`src/rtl/compser_ctrl_pkg.sv`:
```
// -----------------------------------------------------------------------------
// compser_ctrl_pkg
// Shared encodings for the serial magnitude comparator sequencer.
//   state_t : sequencer states (IDLE / RUN / DONE)
//   dec_t   : running magnitude decision (EQ / LT / GT)
// -----------------------------------------------------------------------------
package compser_ctrl_pkg;

    typedef enum logic [1:0] {
        ST_IDLE = 2'd0,
        ST_RUN  = 2'd1,
        ST_DONE = 2'd2
    } state_t;

    typedef enum logic [1:0] {
        DEC_EQ = 2'd0,
        DEC_LT = 2'd1,
        DEC_GT = 2'd2
    } dec_t;

endpackage : compser_ctrl_pkg

```
`src/rtl/compser_ctrl_if.sv`:
```
// -----------------------------------------------------------------------------
// compser_ctrl_if
// Handshake and operand/result bundle for compser_ctrl.
//   start           : request a comparison (producer -> comparator)
//   a, b            : WIDTH-bit unsigned operands (producer -> comparator)
//   busy, done      : sequencer status (comparator -> producer)
//   a_eq_b/lt/gt    : registered, held result flags (comparator -> producer)
// Modports: master = operand producer, slave = compser_ctrl.
// -----------------------------------------------------------------------------
interface compser_ctrl_if #(
    parameter int WIDTH = 8
);
    logic             start;
    logic [WIDTH-1:0] a;
    logic [WIDTH-1:0] b;
    logic             busy;
    logic             done;
    logic             a_eq_b;
    logic             a_lt_b;
    logic             a_gt_b;

    modport master (
        output start, a, b,
        input  busy, done, a_eq_b, a_lt_b, a_gt_b
    );

    modport slave (
        input  start, a, b,
        output busy, done, a_eq_b, a_lt_b, a_gt_b
    );
endinterface : compser_ctrl_if

```
`src/rtl/compfull1b.sv`:
```
// -----------------------------------------------------------------------------
// compfull1b
// Single-bit full magnitude comparator; purely combinational.
//   a, b : input bits
//   eq   : a == b
//   lt   : a <  b
//   gt   : a >  b
// -----------------------------------------------------------------------------
module compfull1b (
    input  logic a,
    input  logic b,
    output logic eq,
    output logic lt,
    output logic gt
);
    assign eq = ~(a ^ b);
    assign lt = ~a & b;
    assign gt = a & ~b;
endmodule : compfull1b

```
`src/rtl/compser_ctrl.sv`:
```
// -----------------------------------------------------------------------------
// compser_ctrl
// Compares two WIDTH-bit unsigned operands MSB first, one bit pair per cycle,
// through a single compfull1b. The first differing bit pair fixes the result.
//
// Ports:
//   clk  : rising-edge clock
//   rst  : synchronous, active-high reset (aborts any operation, clears flags)
//   bus  : compser_ctrl_if.slave -- start/a/b in, busy/done/a_eq_b/a_lt_b/a_gt_b out
//
// Timing: start accepted at edge T -> done pulses in the cycle after edge
// T+WIDTH. busy covers RUN and DONE; flags change only when done rises.
//
// Build option:
//   COMPSER_EARLY_EXIT_EN : when defined, the operation ends right after the
//   first differing bit pair; equal operands still take the full WIDTH cycles.
// -----------------------------------------------------------------------------
module compser_ctrl
    import compser_ctrl_pkg::*;
#(
    parameter  int WIDTH = 8,
    localparam int IDX_W = $clog2(WIDTH)
) (
    input  logic         clk,
    input  logic         rst,
    compser_ctrl_if.slave bus
);

    state_t           state;
    dec_t             dec;
    dec_t             dec_nxt;
    logic [WIDTH-1:0] sh_a;
    logic [WIDTH-1:0] sh_b;
    logic [IDX_W-1:0] idx;
    logic             finish;

    logic busy_q, done_q, eq_q, lt_q, gt_q;
    logic bit_eq, bit_lt, bit_gt;

    // Bit-level datapath: always looks at the current MSB of the shifters.
    compfull1b u_bit (
        .a  (sh_a[WIDTH-1]),
        .b  (sh_b[WIDTH-1]),
        .eq (bit_eq),
        .lt (bit_lt),
        .gt (bit_gt)
    );

    // Decision is sticky: only an EQ decision can be refined by a lower bit.
    always_comb begin
        // NOTE: default every always_comb output first so no path leaves it unassigned (avoids a latch).
        dec_nxt = dec;
        if (dec == DEC_EQ && !bit_eq) begin
            if (bit_gt)      dec_nxt = DEC_GT;
            else if (bit_lt) dec_nxt = DEC_LT;
        end
    end

`ifdef COMPSER_EARLY_EXIT_EN
    assign finish = (idx == '0) || (dec == DEC_EQ && dec_nxt != DEC_EQ);
`else
    assign finish = (idx == '0);
`endif

    always_ff @(posedge clk) begin
        // NOTE: sequential state uses non-blocking assignments so every register samples pre-edge values.
        if (rst) begin
            // NOTE: these are plain registers, not a memory array, so clearing them all on reset is cheap.
            state  <= ST_IDLE;
            dec    <= DEC_EQ;
            sh_a   <= '0;
            sh_b   <= '0;
            idx    <= '0;
            busy_q <= 1'b0;
            done_q <= 1'b0;
            eq_q   <= 1'b0;
            lt_q   <= 1'b0;
            gt_q   <= 1'b0;
        end else begin
            case (state)
                ST_IDLE: begin
                    if (bus.start) begin
                        sh_a   <= bus.a;
                        sh_b   <= bus.b;
                        idx    <= IDX_W'(WIDTH - 1);
                        dec    <= DEC_EQ;
                        busy_q <= 1'b1;
                        state  <= ST_RUN;
                    end
                end
                ST_RUN: begin
                    dec  <= dec_nxt;
                    sh_a <= {sh_a[WIDTH-2:0], 1'b0};
                    sh_b <= {sh_b[WIDTH-2:0], 1'b0};
                    idx  <= idx - IDX_W'(1);
                    if (finish) begin
                        // Flags take the final decision, including the bit
                        // being resolved on this very edge.
                        state  <= ST_DONE;
                        done_q <= 1'b1;
                        eq_q   <= (dec_nxt == DEC_EQ);
                        lt_q   <= (dec_nxt == DEC_LT);
                        gt_q   <= (dec_nxt == DEC_GT);
                    end
                end
                ST_DONE: begin
                    // start is ignored here; earliest accept is next IDLE cycle.
                    done_q <= 1'b0;
                    busy_q <= 1'b0;
                    state  <= ST_IDLE;
                end
                default: begin
                    done_q <= 1'b0;
                    busy_q <= 1'b0;
                    state  <= ST_IDLE;
                end
            endcase
        end
    end

    assign bus.busy   = busy_q;
    assign bus.done   = done_q;
    assign bus.a_eq_b = eq_q;
    assign bus.a_lt_b = lt_q;
    assign bus.a_gt_b = gt_q;

endmodule : compser_ctrl

```
`src/flat_wrapper.sv`:
```
// flat-port wrapper written by rule: the top's interface ports become plain ports
module compser_ctrl_flat import compser_ctrl_pkg::*;
#(
    parameter  int WIDTH = 8,
    localparam int IDX_W = $clog2(WIDTH)
)
  (clk, rst, bus_start, bus_a, bus_b, bus_busy, bus_done, bus_a_eq_b, bus_a_lt_b, bus_a_gt_b);
  compser_ctrl_if #(.WIDTH(WIDTH)) bus_i ();
  input  logic clk;
  input  logic rst;
  input wire logic [$bits(bus_i.start)-1:0] bus_start;
  input wire logic [$bits(bus_i.a)-1:0] bus_a;
  input wire logic [$bits(bus_i.b)-1:0] bus_b;
  output wire logic [$bits(bus_i.busy)-1:0] bus_busy;
  output wire logic [$bits(bus_i.done)-1:0] bus_done;
  output wire logic [$bits(bus_i.a_eq_b)-1:0] bus_a_eq_b;
  output wire logic [$bits(bus_i.a_lt_b)-1:0] bus_a_lt_b;
  output wire logic [$bits(bus_i.a_gt_b)-1:0] bus_a_gt_b;
  assign bus_i.start = bus_start;
  assign bus_i.a = bus_a;
  assign bus_i.b = bus_b;
  assign bus_busy = bus_i.busy;
  assign bus_done = bus_i.done;
  assign bus_a_eq_b = bus_i.a_eq_b;
  assign bus_a_lt_b = bus_i.a_lt_b;
  assign bus_a_gt_b = bus_i.a_gt_b;
  compser_ctrl #(.WIDTH(WIDTH)) u_core (.clk(clk), .rst(rst), .bus(bus_i));
endmodule
```
`config.mk`:
```
export PLATFORM = sky130hd
export DESIGN_NAME = compser_ctrl_flat
export DESIGN_NICKNAME = d
export VERILOG_FILES = /design/src/rtl/compser_ctrl_pkg.sv /design/src/rtl/compser_ctrl_if.sv /design/src/rtl/compfull1b.sv /design/src/rtl/compser_ctrl.sv /design/src/flat_wrapper.sv
export SDC_FILE = /design/constraint.sdc
export NUM_CORES = 1
export LEC_CHECK = 0
export ABC_AREA = 1
export BUFFER_PORTS_ARGS = -buffer_cell sky130_fd_sc_hd__clkbuf_2
export CAP_MARGIN = 10
export CORE_MARGIN = 5
export CORE_UTILIZATION = 53
export CTS_CLUSTER_DIAMETER = 200
export DETAILED_ROUTE_END_ITERATION = 8
export GPL_TIMING_DRIVEN = 0
export PLACE_DENSITY = 0.77
export SLEW_MARGIN = 20
export SYNTH_ARGS = -nofsm -noshare
export SYNTH_HDL_FRONTEND = slang
export SYNTH_SLANG_ARGS = --single-unit
```
`constraint.sdc`:
```
create_clock -name clk -period 1.3 [get_ports clk]
set_input_delay 0.065 -clock clk [delete_from_list [all_inputs] [get_ports clk]]
set_output_delay 0.065 -clock clk [all_outputs]
set_load 0.03 [all_outputs]
```
==> results of run 1 <==
stage by stage:
stage | total power [W] | util | instances
after floorplan | 0.00126 | - | 183
after global placement | 0.00134 | 0.630 | 233
after detailed placement | 0.00136 | 0.630 | 233
after CTS | 0.00194 | 0.669 | 240
after global routing | 0.00211 | 0.708 | 245
final | 0.00197 | 0.708 | 245
cells by family (layout without fill, tap and decap cells):
| logic type | Yosys count | count (layout) |
|---|---|---|
| simple gates | 89 | 89 |
| fa+ha+maj | 5 | 5 |
| compound gates | 30 | 30 |
| flops | 28 | 28 |
| buf+inv | 31 | 65 |
cell type report:
class / instances / area [um2] / share of cell area
Clock buffer: 3 / 22.5 / 0.0141
Sequential cell: 28 / 568 / 0.356
Tap cell: 28 / 35.0 / 0.0219
Inverter: 26 / 97.6 / 0.0611
Buffer: 5 / 35.0 / 0.0219
Multi-Input combinational cell: 124 / 631 / 0.395
Timing Repair Buffer: 30 / 178 / 0.111
Clock inverter: 1 / 30.0 / 0.0188
Yosys cell counts:
library cell  instances  share of area
a21oi_1              16          0.063
a31oi_1               1         0.0049
buf_2                 2         0.0078
buf_4                 1         0.0059
buf_6                 1         0.0088
clkbuf_1              1         0.0029
clkinv_1              1         0.0029
dfxtp_1              28           0.44
ha_1                  5          0.049
inv_1                23          0.068
inv_2                 2         0.0059
nand2_1              47           0.14
nand2_2               2         0.0098
nand2_4               1         0.0088
nand3_1               5          0.020
nand3_2               1         0.0078
nor2_1               32          0.094
nor2_4                1         0.0088
o211ai_1              2          0.012
o21ai_0              11          0.043
where the power goes:
group | internal (W) | leakage (nW) | switching, W
registers | 0.000930 | 0.232 | 0.0000347
logic | 0.000174 | 0.490 | 0.000265
clock network | 0.000312 | 0.0279 | 0.000254
worst paths after layout:
kind	start	end	slack (ns)	cells after the start
min	bus_a[1]	u_core.sh_a[1]	0.03	5
max	u_core.state[1]	u_core.sh_b[7]	0.06	6
min reg2reg	u_core.bus.busy	u_core.bus.busy	0.47	2
max reg2reg	u_core.state[1]	u_core.sh_b[7]	0.06	6
flip-flops by register name, summed over array words and instances, names as in the netlist:
register / cells
u_core.bus.a_eq_b: 1
u_core.bus.a_gt_b: 1
u_core.bus.a_lt_b: 1
u_core.bus.busy: 1
u_core.bus.done: 1
u_core.dec: 2
u_core.idx: 3
u_core.sh_a: 8
u_core.sh_b: 8
u_core.state: 2
routing by layer:
metal / GRT usage / share of wire / vias up
met2: 0.325 / 0.50 / 30
met4: 0.0583 / 0.014 / 0
met3: 0.0283 / 0.048 / 6
met1: 0.195 / 0.44 / 537
li1: - / - / 627
met5: 0 / 0 / -
timing repair:
item	in CTS	in global routing
resized for setup	2	14
pin swaps	0	5
endpoints found under the hold margin	3	0
hold buffers	3	0
endpoints found under the setup margin	3	11
buffers inserted	0	5
worst min-delay path, delay by kind of cell:
family,cells,cell delay (ns)
AOI/OAI and AO/OA,1,0.03
buffers and inverters,1,0.07
and+or+nand+nor,3,0.15
==> key figures, run 1 <==
Placed design
  • PortBufs: 22
  • DP Worst Slack: -0.0561 ns
  • Cell Area, Placed: 1420 um2
  • Dpl hpwl: 1960 um
  • RePlAce Congestion: 0.791

STA
  • Slew headroom: 0.687
  • Final Hold Vio Count: 0
  • Hold_ws: 0.0346 ns
  • Final Slew Violations: 0
  • Crit share post-route: 0.951
  • Slew @ Worst Pin: 0.469 ns
  • Final setup vio count: 0
  • Skew final: 0.00632 ns
  • Crit path time final: 1.24 ns
  • Setup_tns: 0 ns
  • Unrepaired setup endpoints after global routing: yes
  • PnR worst setup slack: 0.0643 ns
  • Peak Freq: 809 MHz

Setup path
  • Critical path's top delay family: flip-flops
  • Crit Path Class: flop to flop
  • CP required: 1.51 ns
  • Max FO, Critical Path: 9
  • Worst EP arrival: 1.45 ns
  • Crit. End Element: flop
  • CP peak stage delay: 0.37 ns
  • Bufs and invs on worst path: 2
  • Worst-path cell chain: inv_1 > nand3_2 > nand2_4 > inv_2 > a21oi_1 > nor2_1
  • CP Launch Type: flop
  • Critical path's slowest cell: dfxtp_2

CTS
  • Clk pin slew, worst setup/hold paths: 0.15 ns
  • Clock buffer depth: 2
  • Clock root buffer: clkbuf_4
  • TritonCTS clock tree: done
  • CTS Buf Count: 3
  • Worst skew pair latency: 0.32 ns
  • CTS Sinks: 28
  • Htree depth: 1

Global route
  • Initial antenna violation count: 0
  • Overflow after GRT: 0
  • Vias in the first global route: 1194
  • Largest net degree at the start of global routing: 17
  • First-pass GRT wire length: 4730 um
  • Total GRT Usage: 0.173

Floorplan
  • Starting density of the core: 0.566
  • Die W: 59.1 um
  • Die ar.: 3490 um2
  • Core Footprint: 2250 um2
  • Ports: 24
  • Die Height: 59.1 um
  • Floorplan row count: 17

Run status
  • Status: complete, no violations

Logic synthesis
  • Syn Area/Cell: 6.97 um2
  • Post-Synth Adder-Cell Area: 0.0490
  • Post-Syn Instances: 183
  • Synth Cell Area: 1280 um2
  • Syn nets: 207
  • Seq/Total Area, Yosys: 0.439
  • Synth cell types: 20
  • Mux share of post-synthesis cell area: 0
  • Post-synthesis compound-gate area fraction: 0.123
  • Synth Area in XOR/XNOR: 0
  • Post-synthesis simple-gate area fraction: 0.287
  • Synth Register Bits: 28
  • Yosys Warn Count: 0
  • Main combinational cell family by area after synthesis: simple AND/OR/NAND/NOR gates

Final layout
  • Layout net count: 242
  • Final instance area: 1600 um2
  • Ant. Diodes: 0
  • Area grow syn2layout: 25.1%
  • Most frequent cells in the layout: 47 x nand2_1, 29 x nor2_1, 24 x dfxtp_1, 22 x inv_1, 22 x clkbuf_2
  • Fill cells: 196
  • Layout cells sized above 1: 0.244
  • Commonest non-fill, non-tap cell in the layout: nand2_1

Routing
  • Detailed Routing Iterations Pass 1: 4
  • Routed len/inst: 11.3 um
  • 1st-iter DRT viols: 22
  • Total Wirelength: 2770 um
  • DRT antenna net count: 0
  • Vias: 1200
  • Via density: 4.90
  • DRC: 0

Hold path
  • Hold WC Path Type: input pin to flop

Job
  • Max Cap Viol: 0

Pwr
  • P_leak: 0.749 nW
  • Max IR drop VDD: 770 uV
  • Cell Pwr Density: 1230 nW/um2
No activity file was read; power rests on OpenSTA's default activity.
==> run 2, diff against run 1 <==
--- a/config.mk
+++ b/config.mk
@@ -8,12 +8,12 @@
 export ABC_AREA = 1
 export BUFFER_PORTS_ARGS = -buffer_cell sky130_fd_sc_hd__clkbuf_2
 export CAP_MARGIN = 10
-export CORE_MARGIN = 5
-export CORE_UTILIZATION = 53
+export CORE_MARGIN = 2
+export CORE_UTILIZATION = 48
 export CTS_CLUSTER_DIAMETER = 200
 export DETAILED_ROUTE_END_ITERATION = 8
 export GPL_TIMING_DRIVEN = 0
-export PLACE_DENSITY = 0.77
+export PLACE_DENSITY = 0.73
 export SLEW_MARGIN = 20
 export SYNTH_ARGS = -nofsm -noshare
 export SYNTH_HDL_FRONTEND = slang
==> constraint.sdc (replaced) <==
create_clock -name clk -period 1.08 [get_ports clk]
set_input_delay 0.054 -clock clk [delete_from_list [all_inputs] [get_ports clk]]
set_output_delay 0.054 -clock clk [all_outputs]
set_load 0.03 [all_outputs]
==> run 2 against run 1 <==
Against the previous run: the flow now finishes with violations (setup timing); sequential power up 20%; global-route usage up 1.3 points; hold slack worse by 0.026 ns; wire length up 8.7%; final area up 9.6%; clock-buffer cell count unchanged.
==> key figures, run 2 (synthesis results as in run 1) <==
Pwr
  • Logic pwr share: 0.265 (+0.042)
  • Seq pwr share: 0.463 (-0.027)
  • Clk pwr share: 0.271 (-0.016)
  • P_leak: 0.814 nW (+8.6%)
  • Max IR drop VDD: 1420 uV (+84%)
  • NetSw: 0.000733 W (+32%)
  • Internal cell power: 0.00178 W (+26%)
  • Switching Share: 0.292 (+0.0107)
  • Final Total Pwr: 0.00251 W (+28%)
  • Cell Pwr Density: 1440 nW/um2 (+16%)

Floorplan
  • Core Footprint: 2500 um2 (+11%)
  • Die W: 55.6 um (-5.9%)
  • Ports: 24 (unchanged)
  • Starting density of the core: 0.511 (-0.0555)
  • Floorplan row count: 18 (+1)
  • Die ar.: 3090 um2 (-12%)
  • Die Height: 55.6 um (-5.9%)

STA
  • Final Slew Violations: 0 (unchanged)
  • PnR worst setup slack: -0.130 ns (-0.195 ns)
  • Crit share post-route: 1.12 (+0.170)
  • Slew @ Worst Pin: 0.466 ns (-0.00351 ns)
  • Final Hold Vio Count: 0 (unchanged)
  • Peak Freq: 826 MHz (+2.1%)
  • Setup_tns: -1.20 ns (-1.20 ns)
  • Slew headroom: 0.689 (+0.00234)
  • Unrepaired setup endpoints after global routing: yes
  • Final setup vio count: 22 (+22)
  • Crit path time final: 1.21 ns (-0.0253 ns)
  • Skew final: 0.00838 ns (+0.00207 ns)

CTS
  • CTS Sinks: 28 (unchanged)
  • Htree depth: 1 (unchanged)
  • Clock root buffer: clkbuf_4
  • TritonCTS clock tree: done
  • Clk pin slew, worst setup/hold paths: 0.15 ns (about the same)
  • Clock buffer depth: 2 (unchanged)
  • Worst skew pair latency: 0.33 ns (about the same)
  • CTS Buf Count: 3 (unchanged)

Setup path
  • Max FO, Critical Path: 3 (-6)
  • CP Launch Type: flop
  • CP required: 1.35 ns (-0.16 ns)
  • Crit Path Class: flop to flop
  • R2R setup slack: -0.13 ns (-0.19 ns)
  • Crit. End Element: flop
  • Worst EP arrival: 1.48 ns (+0.03 ns)

Final layout
  • Commonest non-fill, non-tap cell in the layout: nand2_1
  • Area grow syn2layout: 37.1%
  • Most frequent cells in the layout: 37 x nand2_1, 27 x nor2_1, 24 x dfxtp_1, 22 x clkbuf_2, 21 x inv_1
  • Layout net count: 247 (+2.1%)
  • Regs by FF count: u_core.sh_a: 8 flops, u_core.sh_b: 8 flops, u_core.idx: 3 flops
  • Final instance area: 1750 um2 (+9.6%)
  • Layout cells sized above 1: 0.333 (+0.0891)
  • Ant. Diodes: 0 (unchanged)

Placed design
  • PortBufs: 22 (unchanged)
  • Cell Area, Placed: 1430 um2 (+0.53%)
  • RePlAce Congestion: 0.756 (-4.5%)
  • Dpl hpwl: 1810 um (-7.9%)
  • DP Worst Slack: -0.177 ns (-0.121 ns)

Run status
  • Violations in the final reports: setup timing
  • Status: finished, violations left

Routing
  • DRT antenna net count: 0 (unchanged)
  • Detailed Routing Iterations Pass 1: 4 (unchanged)
  • DRC: 0 (unchanged)
  • 1st-iter DRT viols: 26 (+18%)
  • Routed len/inst: 12.0 um (+5.7%)
  • Via density: 4.92 (+0.54%)
  • Vias: 1241 (+3.4%)
  • Total Wirelength: 3020 um (+8.7%)

Hold path
  • Hold WC Path Type: input pin to flop

Global route
  • Overflow after GRT: 0 (unchanged)
  • Total GRT Usage: 0.187 (+0.0135)
  • Initial antenna violation count: 0 (unchanged)
  • Largest net degree at the start of global routing: 17 (unchanged)
  • First-pass GRT wire length: 4660 um (-1.5%)
  • Vias in the first global route: 1164 (-2.5%)

Job
  • Max Cap Viol: 0 (unchanged)
==> run 2: changes by cell type in the layout (fill, tap and decap cells not counted), sizes merged <==
cell	previous run	this run
buf	8	13
clkbuf	27	26
dlygate4sd3	3	4
==> run 2: what timing repair did <==
| action | 4_1_cts | 5_1_grt |
|---|---|---|
| gates cloned | 0 | 2 |
| endpoints found under the hold margin | 4 | 0 |
| gates resized for setup | 13 | 39 |
| pin swaps | 5 | 12 |
| setup endpoints to repair | 24 | 28 |
| setup buffers | 5 | 2 |
| hold buffers | 4 | 0 |
==> run 2: cell type report <==
| cell class | count | area, um2 |
|---|---|---|
| Sequential cell | 28 | 568 |
| Fill cell | 210 | 751 |
| Inverter | 26 | 103 |
| Multi-Input combinational cell | 124 | 701 |
| Timing Repair Buffer | 35 | 249 |
| Tap cell | 30 | 37.5 |
| Clock inverter | 1 | 30.0 |
| Buffer | 5 | 38.8 |
| Clock buffer | 3 | 22.5 |
==> run 2: worst paths after layout <==
path	start	endpoint	depth (start not counted)
worst max register to register	u_core.sh_a[7]	u_core.bus.a_lt_b	7
worst min register to register	u_core.bus.busy	u_core.bus.busy	2
worst max-delay path	u_core.sh_a[7]	u_core.bus.a_lt_b	7
worst min-delay path	bus_a[2]	u_core.sh_a[2]	5
==> run 2: critical path, stage by stage (launching register included) <==
cell	delay (ns)
dfxtp_2	0.36
buf_4	0.14
ha_1	0.20
nor2_2	0.13
a21oi_2	0.08
nand2_1	0.09
nand2_1	0.07
nor2_1	0.09
==> run 2: per-stage QoR <==
step | instances | util | hold WS, ns
after detailed placement | 235 | 0.572 | 0.296
after CTS | 248 | 0.647 | 0.00483
after global placement | 235 | 0.572 | 0.291
after global routing | 252 | 0.700 | 0.0121
after floorplan | 183 | - | 0.201
final | 252 | 0.700 | 0.00871
==> run 2: power by group through the flow <==
stage / combinational [W] / clock (W) / sequential, W
2_1_floorplan: 0.000316 / 0 / 0.00120
3_3_place_gp: 0.000443 / 0 / 0.00118
3_5_place_dp: 0.000458 / 0 / 0.00118
4_1_cts: 0.000553 / 0.000696 / 0.00116
5_1_grt: 0.000732 / 0.000747 / 0.00117
6_report: 0.000666 / 0.000682 / 0.00116
==> run 2: routing by layer <==
metal	global-route usage	vias up	part of all wire
li1	-	647	-
met1	0.212	570	0.43
met2	0.345	22	0.53
met3	0.0515	2	0.035
met4	0.0383	0	0.0050
met5	0	-	0
